$ cat config.mk
export PLATFORM = sky130hd
export DESIGN_NAME = cdc_dst_buffered
export DESIGN_NICKNAME = d
export VERILOG_FILES = /design/src/rtl/cdc_dst_buffered.sv
export SDC_FILE = /design/constraint.sdc
export NUM_CORES = 1
export LEC_CHECK = 0
export CORE_MARGIN = 2
export CORE_UTILIZATION = 56
export DETAILED_ROUTE_END_ITERATION = 10
export GPL_TIMING_DRIVEN = 0
export PLACE_DENSITY = 0.8
export SYNTH_ARGS = -nofsm -noshare
export SYNTH_HDL_FRONTEND = slang
export SYNTH_SLANG_ARGS = --single-unit
$ cat constraint.sdc
create_clock -name clk_i -period 4 [get_ports clk_i]
set_input_delay 0.4 -clock clk_i [delete_from_list [all_inputs] [get_ports clk_i]]
set_output_delay 0.4 -clock clk_i [all_outputs]
set_load 0.01 [all_outputs]
$ cat src/rtl/cdc_dst_buffered.sv
// rtl/cdc_dst_buffered.sv - destination side of a toggle req/ack CDC with a local output FIFO
//
// Purpose:
//   Synchronises a two-phase request toggle from a foreign clock domain. Each
//   detected toggle writes the source word into a DEPTH-entry FIFO and
//   returns an acknowledge toggle. The FIFO drains through a valid/ready
//   interface, so the acknowledge does not wait for the consumer. The
//   acknowledge is held back only while the FIFO is full.
//
// Ports:
//   clk_i         destination clock
//   rst_i         synchronous reset, active-high
//   async_req_i   request toggle from the source domain (one transfer per level change)
//   async_data_i  source word, stable from req toggle until matching ack toggle
//   async_ack_o   acknowledge toggle back to the source (flop output)
//   data_o        FIFO head word
//   valid_o       FIFO non-empty
//   ready_i       consumer accepts data_o when valid_o && ready_i
//   level_o       FIFO occupancy, 0..DEPTH

module cdc_dst_buffered #(
   parameter int DATA_W      = 32,
   parameter int SYNC_STAGES = 2,
   parameter int DEPTH       = 4
) (
   input  logic                       clk_i,
   input  logic                       rst_i,
   input  logic                       async_req_i,
   input  logic [DATA_W-1:0]          async_data_i,
   output logic                       async_ack_o,
   output logic [DATA_W-1:0]          data_o,
   output logic                       valid_o,
   input  logic                       ready_i,
   output logic [$clog2(DEPTH):0]     level_o
);

   localparam int AW = $clog2(DEPTH);
   localparam int PW = AW + 1;
   localparam logic [PW-1:0] FULL_LVL = PW'(DEPTH);

   // Request synchroniser; only async_req_i crosses through flops. The data
   // bus is held stable by the source protocol and is sampled only at a push.
   logic [SYNC_STAGES-1:0] sync_q;
   logic [SYNC_STAGES-1:0] sync_d;
   logic                   req_sync;

   logic                   req_acc_q, req_acc_d;
   logic                   ack_q, ack_d;
   logic [PW-1:0]          wr_ptr_q, wr_ptr_d;
   logic [PW-1:0]          rd_ptr_q, rd_ptr_d;
   logic [DATA_W-1:0]      mem_q [DEPTH];

   logic [PW-1:0]          level;
   logic                   full;
   logic                   pending;
   logic                   push;
   logic                   pop;

   assign req_sync = sync_q[SYNC_STAGES-1];

   // Pointers carry one extra bit so full and empty are distinguishable;
   // the difference wraps naturally and gives the occupancy directly.
   assign level   = wr_ptr_q - rd_ptr_q;
   assign full    = (level == FULL_LVL);
   assign valid_o = (level != '0);

   // Level-based pending: a request blocked by a full FIFO simply stays
   // pending until a slot frees up, no edge has to be remembered.
   assign pending = (req_sync != req_acc_q);
   assign pop     = valid_o && ready_i;
   // A pop in the same cycle frees the slot the new word will occupy.
   assign push    = pending && (!full || pop);

   always_comb begin
      sync_d    = {sync_q[SYNC_STAGES-2:0], async_req_i};
      req_acc_d = req_acc_q;
      ack_d     = ack_q;
      wr_ptr_d  = wr_ptr_q;
      rd_ptr_d  = rd_ptr_q;
      if (push) begin
         req_acc_d = req_sync;
         ack_d     = ~ack_q;
         wr_ptr_d  = wr_ptr_q + 1'b1;
      end
      if (pop) begin
         rd_ptr_d = rd_ptr_q + 1'b1;
      end
   end

   always_ff @(posedge clk_i) begin
      if (rst_i) begin
         sync_q    <= '0;
         req_acc_q <= 1'b0;
         ack_q     <= 1'b0;
         wr_ptr_q  <= '0;
         rd_ptr_q  <= '0;
      end else begin
         sync_q    <= sync_d;
         req_acc_q <= req_acc_d;
         ack_q     <= ack_d;
         wr_ptr_q  <= wr_ptr_d;
         rd_ptr_q  <= rd_ptr_d;
      end
   end

   // Storage is cleared on reset so data_o reads zero out of reset.
   always_ff @(posedge clk_i) begin
      if (rst_i) begin
         for (int i = 0; i < DEPTH; i++) begin
            mem_q[i] <= '0;
         end
      end else if (push) begin
         mem_q[wr_ptr_q[AW-1:0]] <= async_data_i;
      end
   end

   assign async_ack_o = ack_q;
   assign data_o      = mem_q[rd_ptr_q[AW-1:0]];
   assign level_o     = level;

endmodule

# Word level (Yosys, flattened, before mapping)
# Memory sizes are Yosys's and may differ from the RTL's. A register that Yosys moved wholly into a read port is not among the register bits.
# Index checks and enable logic that the tools add are counted.
[word_totals] ramBits=128 reg_bits=10 in_bits=36 n_memories=1
[memory_table] memory="mem_q" words=4 width=32 rd=1 rd_ports_with_merged_regs=1 wr=4 line="51" text="logic [DATA_W-1:0] mem_q [DEPTH];"
[classes] n_bitwise=1 eq_ne=2 n_reduce_logical=6 n_addsub=3 n_mux=10
[op_table] operator="$mux W32" n=1
[op_table] operator="$reduce_or A32 Y1" n=1
[op_table] operator="$add A3 B1 Y3 const B" n=2
[op_table] operator="$mux W1" n=6
[op_table] operator="$mux W2" n=3
[op_table] operator="$eq A3 B3 Y1 const B" n=1
[op_table] operator="$reduce_bool A3 Y1" n=1
[op_table] operator="$sub A3 B3 Y3" n=1
[op_table] operator="$logic_and A1 B1 Y1" n=2
[op_table] operator="$logic_not A1 Y1" n=1
[op_table] operator="$logic_or A1 B1 Y1" n=1
[op_table] operator="$ne A1 B1 Y1" n=1
[op_table] operator="$not A1 Y1" n=1

# Depth between registers and ports, before layout
[logic_depth] depth_word=10 mapped_depth=8

# Least setup slack after synthesis
# OpenSTA, ideal clock, no wires.
[synth_path] kind="reg-to-reg" from="reg wr_ptr_q[0]" to="mem mem_q[2][0] (enable)" setup_time_ns=0.483 path_stages_with_launch=7 path_slack_ns=0.879 t_required_ns=3.517 n_path_buf=0 arrival_time_ns=2.639 path_cell_list="dfxtp_1 > inv_1 > ha_1 > fa_1 > nand3b_1 > o2111ai_4 > nand2b_1"
[synth_rtl] element="from (decl)" line="49" text="logic [PW-1:0] wr_ptr_q, wr_ptr_d;"
[synth_rtl] element="from (signal assigned)" line="101" text="wr_ptr_q <= wr_ptr_d;"
[synth_rtl] element="to (decl)" line="51"

==> results.json <==
{
  "outcome": "completed",
  "startpoint_type": "flop",
  "core_area_um2": 10790,
  "rows": 38,
  "fin_crit_sh": 0.8595,
  "cts_hold_buf": 0,
  "rrSetupSlack_ns": 0.56,
  "min_from": "async_req_i",
  "r2r_start": "wr_ptr_q[0]$_SDFFE_PP0P_",
  "htree_num_levels": 4,
  "ys_types": 32,
  "synth_top_cell_by_area": "edfxtp_1",
  "vdd_ir_drop_max_v": 0.0003237,
  "grt-ovfl-total": 0,
  "finalSetupViolCount": 0,
  "finalCriticalPeriod_ns": 3.438,
  "slowest_stage": "nand2b_2",
  "clk_path_buf_depth": 2,
  "design_area_um2": 7647,
  "final_layout_size_suffix_gt1_frac": 0.1829,
  "p_leak_nw": 2.692,
  "ys_seq_area_frac": 0.6631,
  "crit_chain": "inv_1 -> ha_1 -> fa_1 -> nand3b_1 -> o2111ai_4 -> nand2b_2",
  "syn_avg_cell_area_um2": 15.02,
  "antenna_found_initial": 0,
  "drcViolationCount": 0,
  "rsz0062_at_grt": "false",
  "area_growth_pct": 24.18,
  "antenna_left": 0,
  "cts-root-buf": "clkbuf_8",
  "vias_per_cell": 5.544,
  "initial_core_util": 0.5706,
  "insertion_delay_ns": 0.52,
  "hold_end": "sync_q[0]$_SDFF_PP0_",
  "io_pins": 73,
  "grt_usage": 0.2292,
  "yosysMostFrequentCell": "nor2_1",
  "synth_seq_cells": 140,
  "p_sw_mw": 1.155,
  "drv_slew": 0,
  "grt_pass1_wl_um": 19300,
  "synth_edf_count": 128,
  "p_comb_frac": 0.247,
  "post_cts_buffers": 0,
  "min_path_cells": 2,
  "ctsResizeCount": 0,
  "synth_top_cells_by_count": "nor2_1, edfxtp_1, nand2b_1, mux4_2, dfxtp_1",
  "die_y_um": 108.9,
  "synth_nets": 450,
  "grt_start_max_net_pins": 33,
  "arrival_ns": 3.50,
  "nets": 541,
  "place.gp.congestion": 0.7617,
  "dp_cells": 622,
  "fin_cells": 654,
  "cp_data_required_time_ns": 4.06,
  "cpPeakStageDelay_ns": 0.61,
  "cts_buffers": 17,
  "wl_per_cell_um": 19.18,
  "worstHoldPathType": "input pin to flop",
  "cts_tree": "done",
  "clock-sinks": 140,
  "die_w_um": 108.9,
  "portBuffers": 72,
  "internal_power_mw": 3.226,
  "first_pass_iters": 5,
  "place_area_um2": 7062,
  "synthFlopType": "edfxtp_1",
  "fin_util": 0.7086,
  "cp-end-kind": "flop",
  "p_seq_frac": 0.398,
  "grt_pass1_vias": 3701,
  "setup_tns_ns": 0,
  "max_freq_mhz": 290.9,
  "synth.area.top_cells": "edfxtp_1, mux4_2, nor2_1, nand2b_1, dfxtp_1",
  "syn_area_um2": 6158,
  "worst_clock_skew_ns": 0.004635,
  "hold_viol": 0,
  "drv_cap": 0,
  "swShare": 0.2637,
  "dieArea_um2": 11850,
  "yosys_warnings": 0,
  "clkPwrFrac": 0.354,
  "totalWireLength_um": 12550,
  "diodes": 0,
  "reg2reg_to": "mem_q[0][3]$_SDFFCE_PN0P_",
  "vias": 3626,
  "async_reset_ff_frac": 0,
  "yosysTopAreaCellShare": 0.6241,
  "worstSetupPathType": "flop to flop",
  "dp_hpwl_um": 7459,
  "cp_max_fo": 32,
  "maxSlewHeadroom": 0.3299,
  "clkSlewWorstSetupHoldPaths_ns": 0.06,
  "synth_cells": 410,
  "worstRegToRegCells": 6,
  "tightest_slew_ns": 1.005,
  "cellPowerDensity_nw_per_um2": 572.8,
  "drt-initial-drc-count": 307
}
-- how the worst max path moves through the flow --
stage | startpoint | end | slack (ns) | cells after the start
final | wr_ptr_q[0]$_SDFFE_PP0P_ | mem_q[0][3]$_SDFFCE_PN0P_ | 0.56 | 6
after CTS | wr_ptr_q[0]$_SDFFE_PP0P_ | mem_q[0][21]$_SDFFCE_PN0P_ | 0.51 | 6
after global placement | wr_ptr_q[0]$_SDFFE_PP0P_ | mem_q[1][14]$_SDFFCE_PN0P_ | 0.08 | 6
after floorplan | wr_ptr_q[0]$_SDFFE_PP0P_ | mem_q[2][0]$_SDFFCE_PN0P_ | 0.88 | 6
after global routing | wr_ptr_q[0]$_SDFFE_PP0P_ | mem_q[0][21]$_SDFFCE_PN0P_ | 0.35 | 6
after detailed placement | wr_ptr_q[0]$_SDFFE_PP0P_ | mem_q[0][19]$_SDFFCE_PN0P_ | 0.52 | 6
-- metal layers --
metal / vias up / wire [µm] / global-route usage
met2: 144 / 6829 / 0.3953
met4: 0 / 180 / 0.07875
li1: 1676 / - / -
met1: 1793 / 4717 / 0.2842
met5: - / 0 / 0
met3: 13 / 819 / 0.05559
-- cell type report --
class	instances	area, µm²
inverter	5	18.77
timing repair buffer	72	720.7
tap	140	175.2
multi-input combinational	240	1879
clock inverter	15	171.4
fill	721	3146
sequential	140	4084
clock buffer	17	414.1
buffer	25	183.9
-- cells in the final DEF (no fill, tap or decap), drive strengths merged, types with 4 or more instances in the layout --
cell type	n
nand2b	39
inv	8
mux2	6
nor2b	6
nor2	134
dfxtp	12
mux4	32
clkbuf	25
buf	17
edfxtp	128
clkdlybuf4s50	72
clkinv	4
clkinvlp	5
-- flip-flops by register name, indices dropped and copies added (netlist names), named ones only --
name	count
mem_q	128
async_ack_o	1
rd_ptr_q	3
wr_ptr_q	3
sync_q	2
req_acc_q	1
-- cell families (layout without fill, tap and decap cells) --
logic type | count (synthesis) | count (layout) | share of synthesized area
AO/OA/AOI/OAI | 11 | 11 | 0.02377
XOR/XNOR | 2 | 2 | 0.006299
adder cells (fa/ha/maj) | 4 | 4 | 0.009347
buffers and inverters | 30 | 134 | 0.03291
flip-flops | 140 | 140 | 0.6631
multiplexers | 40 | 40 | 0.1331
AND/OR/NAND/NOR | 183 | 183 | 0.1314
-- worst max-delay path: cells and delay by family, from the launching register on --
family / cells / cell delay (ns)
AND/OR/NAND/NOR: 2 / 1.01
adder cells (fa/ha/maj): 2 / 0.81
AO/OA/AOI/OAI: 1 / 0.50
flip-flops: 1 / 0.44
buffers and inverters: 1 / 0.19
-- per-stage QoR --
step	setup WS [ns]	hold slack [ns]	total power [mW]
global route	0.3452	0.4212	4.533
floorplan	0.8787	0.4138	2.395
global placement	0.07693	0.4284	2.839
detailed placement	0.5242	0.4375	2.865
CTS	0.5138	0.4099	4.405
finish	0.5619	0.4306	4.381
-- power by group through the flow --
stage | clock, mW | sequential (mW) | combinational (mW)
5_1_grt | 1.62 | 1.76 | 1.16
3_5_place_dp | 0 | 1.78 | 1.09
2_1_floorplan | 0 | 1.76 | 0.633
3_3_place_gp | 0 | 1.77 | 1.07
6_report | 1.55 | 1.75 | 1.08
4_1_cts | 1.56 | 1.75 | 1.10
(Power assumes the default switching activity.)
